`config.mk`:
```
export PLATFORM = sky130hd
export DESIGN_NAME = target_net_mem_scheduler
export DESIGN_NICKNAME = d
export VERILOG_FILES = /design/src/rtl/target_net_pkg.sv /design/src/rtl/target_net_node_counter.sv /design/src/rtl/target_net_mem_scheduler.sv
export SDC_FILE = /design/constraint.sdc
export NUM_CORES = 1
export LEC_CHECK = 0
export ABC_AREA = 1
export CAP_MARGIN = 0
export CORE_AREA = 2 2 113 115
export DETAILED_ROUTE_END_ITERATION = 7
export DIE_AREA = 0 0 115 117
export DONT_BUFFER_PORTS = 1
export HOLD_SLACK_MARGIN = 0.1
export PLACE_DENSITY_LB_ADDON = 0.3
export SETUP_SLACK_MARGIN = 0.2
export SYNTH_ARGS = -nofsm -noshare
export SYNTH_HDL_FRONTEND = slang
export SYNTH_SLANG_ARGS = --single-unit
```
`constraint.sdc`:
```
create_clock -name clk -period 2.45 [get_ports clk]
set_input_delay 0.1225 -clock clk [delete_from_list [all_inputs] [get_ports clk]]
set_output_delay 0.1225 -clock clk [all_outputs]
set_load 0.01 [all_outputs]
```
`src/rtl/target_net_pkg.sv`:
```
// Shared definitions for the target-net layer memory scheduler: FSM state codes,
// layer identifiers and the default word width.
package target_net_pkg;
  localparam int DEFAULT_DATA_WIDTH = 32;

  typedef logic [1:0] state_t;
  localparam state_t IDLE  = 2'd0;
  localparam state_t SYNC  = 2'd1;
  localparam state_t WRITE = 2'd2;
  localparam state_t READ  = 2'd3;

  localparam logic [1:0] HIDDEN_1 = 2'd1;
  localparam logic [1:0] HIDDEN_2 = 2'd2;
  localparam logic [1:0] OUTPUT   = 2'd3;
endpackage

```
`src/rtl/target_net_node_counter.sv`:
```
// Node index counter shared by the read sweep and the weight sync.
// Saturates at NODE_WIDTH_CURRENT-1 instead of wrapping.
module target_net_node_counter #(
  parameter int MEM_WIDTH          = 5,
  parameter int NODE_WIDTH_CURRENT = 32
) (
  input  logic                 clk,
  input  logic                 rst_n,
  input  logic                 clear,
  input  logic                 en,
  output logic [MEM_WIDTH-1:0] cnt,
  output logic                 last
);
  localparam logic [MEM_WIDTH-1:0] LAST_ADDR = MEM_WIDTH'(NODE_WIDTH_CURRENT - 1);

  assign last = (cnt == LAST_ADDR);

  always_ff @(posedge clk or negedge rst_n) begin
    if (!rst_n) begin
      cnt <= '0;
    end else if (clear) begin
      cnt <= '0;
    end else if (en && !last) begin
      cnt <= cnt + MEM_WIDTH'(1);
    end
  end
endmodule

```
`src/rtl/target_net_mem_scheduler.sv`:
```
// Arbitrates the single command port of a target-net layer memory between the
// weight-sync engine, the layer-output writer and the forward-pass reader.
module target_net_mem_scheduler
  import target_net_pkg::*;
#(
  parameter int DATA_WIDTH         = DEFAULT_DATA_WIDTH,
  parameter int MEM_WIDTH          = 5,
  parameter int NODE_WIDTH_CURRENT = 32,
  parameter int NODE_WIDTH_PREV    = 2
) (
  input  logic                                  clk,
  input  logic                                  rst_n,
  input  logic                                  i_rd_req,
  output logic                                  o_rd_done,
  output logic                                  o_rd_valid,
  output logic                                  o_rd_last,
  output logic [MEM_WIDTH-1:0]                  o_rd_addr,
  input  logic                                  i_wr_valid,
  output logic                                  o_wr_ready,
  input  logic [MEM_WIDTH-1:0]                  i_wr_addr,
  input  logic [DATA_WIDTH-1:0]                 i_wr_data,
  output logic                                  o_wr_err,
  input  logic                                  i_sync_req,
  input  logic                                  i_sync_valid,
  output logic                                  o_sync_ready,
  input  logic [DATA_WIDTH*NODE_WIDTH_PREV-1:0] i_sync_weight,
  input  logic [DATA_WIDTH-1:0]                 i_sync_bias,
  output logic                                  o_sync_done,
  output logic                                  o_mem_enable,
  output logic                                  o_rw_mem,
  output logic                                  o_update_weight,
  output logic [MEM_WIDTH-1:0]                  o_mem_addr,
  output logic [DATA_WIDTH-1:0]                 o_mem_data,
  output logic [DATA_WIDTH*NODE_WIDTH_PREV-1:0] o_mem_weight,
  output logic [DATA_WIDTH-1:0]                 o_mem_bias,
  output logic                                  o_busy
);
  localparam int WW = DATA_WIDTH * NODE_WIDTH_PREV;
  localparam logic [MEM_WIDTH-1:0] LAST_ADDR = MEM_WIDTH'(NODE_WIDTH_CURRENT - 1);
  localparam logic [MEM_WIDTH:0]   NODE_LIM  = (MEM_WIDTH+1)'(NODE_WIDTH_CURRENT);

  state_t                 state, state_d;
  logic                   drain, drain_d;
  logic [MEM_WIDTH-1:0]   cnt;
  logic                   cnt_last, cnt_clear, cnt_en;
  logic                   sync_accept, wr_in_range, rd_beat;
  logic                   cmd_en, cmd_rw, cmd_upd, wr_err_d, sync_done_d;
  logic [MEM_WIDTH-1:0]   cmd_addr;
  logic [DATA_WIDTH-1:0]  cmd_data, cmd_bias;
  logic [WW-1:0]          cmd_weight;

  // Held low during reset so every output reads 0 while rst_n is asserted.
  assign o_wr_ready   = rst_n && (state == IDLE) && !i_sync_req;
  assign o_sync_ready = (state == SYNC) && !drain;
  assign o_busy       = (state != IDLE);
  assign sync_accept  = o_sync_ready && i_sync_valid;
  assign wr_in_range  = ({1'b0, i_wr_addr} < NODE_LIM);
  assign rd_beat      = o_mem_enable && o_rw_mem;
  assign cnt_clear    = (state == IDLE);
  assign cnt_en       = ((state == READ) && !drain) || sync_accept;

  target_net_node_counter #(
    .MEM_WIDTH         (MEM_WIDTH),
    .NODE_WIDTH_CURRENT(NODE_WIDTH_CURRENT)
  ) u_node_counter (
    .clk  (clk),
    .rst_n(rst_n),
    .clear(cnt_clear),
    .en   (cnt_en),
    .cnt  (cnt),
    .last (cnt_last)
  );

  always_ff @(posedge clk or negedge rst_n) begin
    if (!rst_n) begin
      state <= IDLE;
      drain <= 1'b0;
    end else begin
      state <= state_d;
      drain <= drain_d;
    end
  end

  // drain marks the closing cycle of READ/SYNC, once the last node has been issued.
  always_comb begin
    state_d = state;
    drain_d = 1'b0;
    case (state)
      IDLE: begin
        if (i_sync_req)      state_d = SYNC;
        else if (i_wr_valid) state_d = WRITE;
        else if (i_rd_req)   state_d = READ;
      end
      SYNC: begin
        if (drain) state_d = IDLE;
        drain_d = drain ? 1'b0 : (sync_accept && cnt_last);
      end
      WRITE: state_d = IDLE;
      READ: begin
        if (drain) state_d = IDLE;
        drain_d = !drain && cnt_last;
      end
      default: state_d = IDLE;
    endcase
  end

  // Next memory command; the read sweep pre-issues address 0 at grant so that
  // the visible command address tracks cnt during READ.
  always_comb begin
    cmd_en      = 1'b0;
    cmd_rw      = 1'b0;
    cmd_upd     = 1'b0;
    cmd_addr    = '0;
    cmd_data    = '0;
    cmd_weight  = '0;
    cmd_bias    = '0;
    wr_err_d    = 1'b0;
    sync_done_d = (state == SYNC) && drain;
    case (state)
      IDLE: begin
        if (i_sync_req) begin
          cmd_en = 1'b0;
        end else if (i_wr_valid) begin
          if (wr_in_range) begin
            cmd_en   = 1'b1;
            cmd_addr = i_wr_addr;
            cmd_data = i_wr_data;
          end else begin
            wr_err_d = 1'b1;
          end
        end else if (i_rd_req) begin
          cmd_en = 1'b1;
          cmd_rw = 1'b1;
        end
      end
      SYNC: begin
        if (sync_accept) begin
          cmd_en     = 1'b1;
          cmd_upd    = 1'b1;
          cmd_addr   = cnt;
          cmd_weight = i_sync_weight;
          cmd_bias   = i_sync_bias;
        end
      end
      READ: begin
        if (!drain && !cnt_last) begin
          cmd_en   = 1'b1;
          cmd_rw   = 1'b1;
          cmd_addr = cnt + MEM_WIDTH'(1);
        end
      end
      default: cmd_en = 1'b0;
    endcase
  end

  // Read results lag the read command by the one-cycle memory latency.
  always_ff @(posedge clk or negedge rst_n) begin
    if (!rst_n) begin
      o_mem_enable    <= 1'b0;
      o_rw_mem        <= 1'b0;
      o_update_weight <= 1'b0;
      o_mem_addr      <= '0;
      o_mem_data      <= '0;
      o_mem_weight    <= '0;
      o_mem_bias      <= '0;
      o_wr_err        <= 1'b0;
      o_sync_done     <= 1'b0;
      o_rd_valid      <= 1'b0;
      o_rd_addr       <= '0;
      o_rd_last       <= 1'b0;
      o_rd_done       <= 1'b0;
    end else begin
      o_mem_enable    <= cmd_en;
      o_rw_mem        <= cmd_rw;
      o_update_weight <= cmd_upd;
      o_mem_addr      <= cmd_addr;
      o_mem_data      <= cmd_data;
      o_mem_weight    <= cmd_weight;
      o_mem_bias      <= cmd_bias;
      o_wr_err        <= wr_err_d;
      o_sync_done     <= sync_done_d;
      o_rd_valid      <= rd_beat;
      o_rd_addr       <= rd_beat ? o_mem_addr : '0;
      o_rd_last       <= rd_beat && (o_mem_addr == LAST_ADDR);
      o_rd_done       <= rd_beat && (o_mem_addr == LAST_ADDR);
    end
  end
endmodule

```
==> reports/results.md, run 1 <==
| Quantity | Reported |
| --- | --- |
| Run status | finished, violations left |
| Violated checks | negative hold slack |
| Seq/Total Area, Yosys | 0.697 |
| Logic gate share of total power | 0.129 |
| Top Ports | 288 |
| Mean instance size in the synthesized netlist | 10.1 sq um |
| Pwr Total | 6970 uW |
| Per-cell routed wire length | 16.8 microns |
| Total Routing Usage GR | 0.214 |
| Arrival time of the worst setup path | 2.40 ns |
| Fraction of layout cells with a size suffix above 1 | 0.0571 |
| Slew margin rel. | 0.656 |
| Worst hold slack after final layout | -0.596 ns |
| Total net switching power | 1890 uW |
| Kind of cell adding the most delay to the critical path | buffers and inverters |
| Number of violations reported at the end of detailed-routing iteration 0 | 257 |
| Total wire length | 14,300 microns |
| Maximum number of pins on one net before global-route repair | 154 |
| Most frequent cell on the critical path | sky130_fd_sc_hd__nor2_1 |
| Seq cells post-synth | 152 |
| CP max FO | 5 |
| Area added between synthesis and finish | 40.1% |
| Min Tclk post-route | 2.06 ns |
| Peak clock frequency supported by timing | 485 MHz |
| DIE WIDTH | 115 microns |
| Cell Pwr Density | 912 nW/um^2 |
| Sinks on Clock Net | 152 |
| Dpl hpwl | 8620 microns |
| Worst-Skew Late Latency | 0.41 ns |
| TritonCTS clock tree | yes |
| Final worst clock skew | 0.00688 ns |
| Leak pwr | 0.00430 uW |
| Number of search-and-repair iterations in the first detailed-routing pass | 4 |
| Portion of total power attributed to sequential cells | 0.456 |
| Effective utilization at floorplan | 0.443 |
| Total area of multi-input combinational cells | 975 sq um |
| Clock edge transition at the registers on the reported setup and hold paths | 0.06 ns |
| Final setup violation count | 0 |
| CP max-delay cell | sky130_fd_sc_hd__dlygate4sd3_1 |
| WS Path Type | register to register |
| Endpoint required time on the critical path | 2.79 ns |
| FILL cells | 935 |
| Via count of the first global-routing pass | 4,073 |
| Buffers on Ports | 0 |
| Number of design rule violations left after detail routing | 0 |
| Crit share post-route | 0.841 |
| Instance count of the mapped netlist | 542 |
| Total number of H-tree levels | 4 |
| Final Max Tran Viols | 0 |
| Yosys warnings | 0 |
| CTS Root Buffer Type | sky130_fd_sc_hd__clkbuf_16 |
| Cells taking the most area after synthesis | sky130_fd_sc_hd__dfrtp_1 (70%), sky130_fd_sc_hd__inv_1 (10%), sky130_fd_sc_hd__nor2_1 (9.8%) |
| DIE HEIGHT | 117 microns |
| Startpoint class of the critical path | register |
| Max VDD drop | 0.497 mV |
| Post-synth cell types | 21 |
| DR vias/cell | 4.59 |
| Yosys top cell area share | 0.697 |
| Max-cap check violation count | 0 |
| Hold Buf Count CTS | 140 |
| Type of element capturing the critical path | register |
| Transition time of the tightest slew-check pin | 0.515 ns |
| Overflow left after global routing | 0 |
| Crit path buffers/inverters | 3 |
| Internal power component | 5080 uW |
| Vias after detailed routing | 3,915 |
| Gp weighted congestion | 0.854 |
| Global-route wire length before repair | 21,200 microns |
| Clock Path Buffers | 2 |
| Antenna violations before repair | 2 |
| Num CTS Buffers | 17 |
| Final count of hold timing violations | 152 |
| Unrepaired setup endpoints after global routing | false |
| Switching portion of total power | 0.271 |
| Clock share of power | 0.415 |
| Nets | 834 |
| Series of cell instances along the critical path | inv_1, ha_1, inv_1, nor2_1, nand3_1, nand2_1, dlygate4sd3_1, nor2_1, nor2_1 |
| Sum Neg Setup Slack | 0 ns |
| CP max stage delay | 0.55 ns |
| Post-Syn Nets | 688 |
| Number of standard-cell rows in the floorplan | 41 |
| Flip-flop and latch area | 3800 sq um |
| Area of the placeable core | 12,300 sq um |
| Cell accounting for the most synthesized area | sky130_fd_sc_hd__dfrtp_1 |
| Synthesized area | 5450 sq um |
| Hold Crit Class | input port to asynchronous set/reset pin |
| Die ar. | 13,500 sq um |
| Final antenna-violating net count | 0 |
[synth_stat cells, drive strengths merged]
cell type	instances
ha	7
inv	153
conb	1
nand3	15
a31oi	1
a21oi	3
o21ai	5
dfrtp	152
nor2	144
clkbuf	2
nor3	1
nand2	38
xnor2	1
nand4	6
buf	13
[layout make-up]
class | instances | area share
clock inverter | 10 | 0.0249
timing repair buffer | 142 | 0.187
inverter | 153 | 0.0752
tap | 150 | 0.0246
multi-input combinational | 222 | 0.128
antenna | 2 | 0.000655
sequential | 152 | 0.498
clock buffer | 22 | 0.0621
[cell families (layout without fill, tap and decap cells)]
group	after synthesis	after routing	share of synthesized area
AND/OR/NAND/NOR	204	204	0.150
buffers and inverters	168	327	0.126
flip-flops	152	152	0.697
AO/OA/AOI/OAI	9	9	0.00849
adder cells (fa/ha/maj)	7	7	0.0161
other	1	3	0.000688
XOR/XNOR	1	1	0.00161
[path summary, 6_finish.rpt]
path / cells past startpoint / endpoint / slack, ns / start
max in group asynchronous: 0 / o_mem_weight[32] / 2.86 / rst_n
worst max register to register: 9 / o_mem_addr[2] / 0.39 / state[1]
min in group clk: 2 / o_mem_weight[26] / 0.12 / i_sync_valid
worst min register to register: 2 / o_sync_done / 0.54 / drain
worst max-delay path: 9 / o_mem_addr[2] / 0.39 / state[1]
worst min-delay path: 0 / o_mem_weight[23] / -0.60 / rst_n
[worst reg2reg max path, cell delays in order (launching register included)]
cell	delay [ns]
sky130_fd_sc_hd__dfrtp_1	0.41
sky130_fd_sc_hd__inv_1	0.12
sky130_fd_sc_hd__ha_1	0.28
sky130_fd_sc_hd__inv_1	0.07
sky130_fd_sc_hd__nor2_1	0.26
sky130_fd_sc_hd__nand3_1	0.11
sky130_fd_sc_hd__nand2_1	0.08
sky130_fd_sc_hd__dlygate4sd3_1	0.55
sky130_fd_sc_hd__nor2_1	0.04
sky130_fd_sc_hd__nor2_1	0.07
[flip-flops by register name (all words and copies together) (netlist names)]
signal	flops
drain	1
o_mem_addr	5
o_mem_bias	32
o_mem_data	32
o_mem_enable	1
o_mem_weight	64
o_rd_addr	5
o_rd_last	1
o_rd_valid	1
o_rw_mem	1
o_sync_done	1
o_update_weight	1
state	2
u_node_counter.cnt	5
[placed cells by master, fill, tap and decap left out, types with 5 or more instances in the layout]
cell type                       synthesis  routed
sky130_fd_sc_hd__dfrtp_1              152     152
sky130_fd_sc_hd__inv_1                150     150
sky130_fd_sc_hd__nor2_1               143     143
sky130_fd_sc_hd__dlygate4sd3_1          0     140
sky130_fd_sc_hd__nand2_1               36      36
sky130_fd_sc_hd__clkbuf_16              0      17
sky130_fd_sc_hd__nand3_1               14      14
sky130_fd_sc_hd__nand4_1                6       6
sky130_fd_sc_hd__ha_1                   7       6
sky130_fd_sc_hd__o21ai_0                5       5
sky130_fd_sc_hd__bufinv_16              0       5
[stage by stage]
stage          cells  setup slack [ns]   util  area (sq um)
2_1_floorplan    542              1.00      -          5450
3_3_place_gp     679             0.791  0.452          5570
3_5_place_dp     679             0.691  0.452          5570
4_1_cts          851             0.390  0.620          7630
5_1_grt          853             0.220  0.620          7640
6_report         853             0.389  0.620          7640
[power by group through the flow]
stage / clock [uW] / sequential, uW / combinational (uW)
5_1_grt: 3050 / 3200 / 1020
2_1_floorplan: 0 / 3140 / 562
3_3_place_gp: 0 / 3210 / 653
6_report: 2890 / 3180 / 900
4_1_cts: 2930 / 3170 / 888
3_5_place_dp: 0 / 3220 / 687
[routing by layer]
layer | GRT usage | part of all wire | vias up
met2 | 0.378 | 0.53 | 196
li1 | - | - | 1815
met1 | 0.219 | 0.36 | 1859
met4 | 0.117 | 0.040 | 0
met3 | 0.0814 | 0.073 | 45
met5 | 0 | 0 | -
[timing repair]
| item | 4_1_cts | 5_1_grt |
|---|---|---|
| setup endpoints to repair | 0 | 1 |
| resized for setup | 0 | 1 |
| setup buffers | 0 | 0 |
| endpoints found under the hold margin | 289 | 152 |
Note: power is estimated with default switching activity, not from simulation.
==> run 2: changes to the inputs <==
==> constraint.sdc (replaced) <==
create_clock -name clk -period 2 [get_ports clk]
set_input_delay 0.1 -clock clk [delete_from_list [all_inputs] [get_ports clk]]
set_output_delay 0.1 -clock clk [all_outputs]
set_load 0.01 [all_outputs]
==> reports/results.md, run 2 (synthesis gave the netlist of run 1 again) <==
| Quantity | Reported | Change |
| --- | --- | --- |
| Run status | finished, violations left |  |
| Violated checks | negative hold slack |  |
| Buffers on Ports | 0 | unchanged |
| Overflow left after global routing | 0 | unchanged |
| Fraction of layout cells with a size suffix above 1 | 0.0573 | +0.000245 |
| Number of standard-cell rows in the floorplan | 41 | unchanged |
| FF-to-FF path depth | 9 | unchanged |
| Clock Path Buffers | 2 | unchanged |
| Hold Crit Class | input port to asynchronous set/reset pin |  |
| Worst r2r dst | o_mem_addr[0] |  |
| Number of placed cells counting well taps | 679 | unchanged |
| Arrival time of the worst setup path | 1.56 ns | -0.84 ns |
| Startpoint of the most critical register-to-register path | u_node_counter.cnt[0] |  |
| Largest registers in the final layout | o_mem_weight: 64 flops, o_mem_bias: 32 flops, o_mem_data: 32 flops |  |
| Worst hold slack after final layout | -0.627 ns | -0.0318 ns |
| Clock edge transition at the registers on the reported setup and hold paths | 0.06 ns | about the same |
| Endpoint required time on the critical path | 1.90 ns | -0.89 ns |
| Per-cell routed wire length | 16.9 microns | +0.72% |
| Register with the most flip-flops | o_mem_weight |  |
| Final count of hold timing violations | 152 | unchanged |
| Global-route wire length before repair | 21,500 microns | +1.6% |
| Type of element capturing the critical path | output pin |  |
| Total Routing Usage GR | 0.218 | +0.00391 |
| Max FFs per register | 64 | unchanged |
| Hold Buf Count CTS | 137 | -2.1% |
| Number of search-and-repair iterations in the first detailed-routing pass | 5 | +1 |
| Startpoint class of the critical path | register |  |
| Dpl hpwl | 8660 microns | +0.45% |
| CTS Root Buffer Type | sky130_fd_sc_hd__clkbuf_16 |  |
| Sum Neg Setup Slack | 0 ns | unchanged |
| TritonCTS clock tree | yes |  |
| Post-route non-filler standard cell count | 849 | -0.47% |
| Reg-to-reg setup timing slack | 0.39 ns | about the same |
| Leading cell type in the layout, fill and taps excluded | sky130_fd_sc_hd__dfrtp_1 |  |
| Total area of multi-input combinational cells | 972 sq um | -0.26% |
| DIE HEIGHT | 117 microns | unchanged |
| Final setup violation count | 0 | unchanged |
| Leak pwr | 0.00423 uW | -1.6% |
| Cell Pwr Density | 1080 nW/um^2 | +18% |
| Antenna violations before repair | 1 | -1 |
| Maximum number of pins on one net before global-route repair | 154 | unchanged |
| Peak clock frequency supported by timing | 602 MHz |  |
| Area of the placeable core | 12,300 sq um | unchanged |
| CP max FO | 5 | unchanged |
| Total number of H-tree levels | 4 | unchanged |
| Die ar. | 13,500 sq um | unchanged |
| DIE WIDTH | 115 microns | unchanged |
| Final antenna-violating net count | 0 | unchanged |
| Total wire length | 14,400 microns | +0.24% |
| Crit share post-route | 0.831 |  |
| Most frequent cells in the layout | sky130_fd_sc_hd__dfrtp_1 (152), sky130_fd_sc_hd__inv_1 (149), sky130_fd_sc_hd__nor2_1 (143) |  |
| Area added between synthesis and finish | 37.9% |  |
| Max-cap check violation count | 0 | unchanged |
| Num CTS Buffers | 17 | unchanged |
| Sinks on Clock Net | 152 | unchanged |
| Vias after detailed routing | 3,976 | +1.6% |
| Top Ports | 288 | unchanged |
| Final Max Tran Viols | 0 | unchanged |
| Number of violations reported at the end of detailed-routing iteration 0 | 289 | +12% |
| FILL cells | 900 | -3.7% |
| Nets | 831 | -0.36% |
| Final worst clock skew | 0.00676 ns | -0.000116 ns |
| Effective utilization at floorplan | 0.443 | unchanged |
| DR vias/cell | 4.68 | +2.0% |
| Via count of the first global-routing pass | 4,108 | +0.86% |
| Worst-Skew Late Latency | 0.42 ns | about the same |
| Flip-flop and latch area | 3800 sq um | unchanged |
| WS Path Type | register to output pin |  |
| Gp weighted congestion | 0.890 | +4.2% |
| Unrepaired setup endpoints after global routing | false |  |
| Min Tclk post-route | 1.66 ns |  |
| Number of design rule violations left after detail routing | 0 | unchanged |
| Max VDD drop | 0.553 mV | +11% |
==> run 2: cell types whose count changed in the layout (fill, tap and decap cells not counted), moves of 2 or more <==
cell	change
sky130_fd_sc_hd__bufinv_16	-3
sky130_fd_sc_hd__clkbuf_8	-3
sky130_fd_sc_hd__clkinv_4	-2
sky130_fd_sc_hd__clkinvlp_4	+4
sky130_fd_sc_hd__dlygate4sd3_1	-3
sky130_fd_sc_hd__inv_6	+3
==> run 2: layout make-up <==
class / instances / area share
tap: 150 / 0.0250
antenna: 1 / 0.000333
clock buffer: 19 / 0.0576
sequential: 152 / 0.506
timing repair buffer: 139 / 0.186
clock inverter: 13 / 0.0191
inverter: 153 / 0.0767
multi-input combinational: 222 / 0.129
==> run 2: stage by stage <==
stage	cell area, sq um	total power, uW	worst slack [ns]	utilization	hold WS (ns)
final	7520	8090	0.338	0.611	-0.627
after global routing	7520	8460	0.212	0.611	-0.655
after CTS	7510	8120	0.333	0.610	-0.648
after detailed placement	5570	4780	0.360	0.452	-0.194
after global placement	5570	4740	0.431	0.452	-0.193
after floorplan	5450	4530	0.551	-	-0.196
==> run 2: routing by layer <==
layer | global-route usage | wire length [microns]
met2 | 0.389 | 7720
met1 | 0.225 | 4980
met4 | 0.118 | 508
met3 | 0.0762 | 1150
met5 | 0 | 0
==> run 2: repair_timing <==
item                                    in CTS  in global routing
resized for setup                            0                  3
endpoints found under the setup margin       0                  4
hold endpoints to repair                   293                152
buffers inserted                             0                  0
==> run 2: worst max-delay path by stage <==
stage	start	slack [ns]	endpoint
final	state[1]	0.34	o_sync_ready
after global routing	state[1]	0.21	o_sync_ready
after CTS	state[1]	0.33	o_sync_ready
after detailed placement	state[0]	0.36	o_mem_data[14]
after global placement	u_node_counter.cnt[0]	0.43	o_mem_addr[2]
after floorplan	u_node_counter.cnt[0]	0.55	o_mem_addr[2]
==> run 2: critical path: stages, from the launching register on <==
cell and delay, ns:
sky130_fd_sc_hd__dfrtp_1 0.41, sky130_fd_sc_hd__inv_1 0.11, sky130_fd_sc_hd__ha_1 0.32, sky130_fd_sc_hd__inv_1 0.07, sky130_fd_sc_hd__nor2_1 0.24
==> run 2: where the power goes <==
group | leakage [uW] | total (uW) | switching, uW | internal (uW)
logic | 0.00188 | 1080 | 673 | 412
registers | 0.00208 | 3890 | 429 | 3470
clock network | 0.000271 | 3110 | 1260 | 1850
total | 0.00423 | 8090 | 2360 | 5730
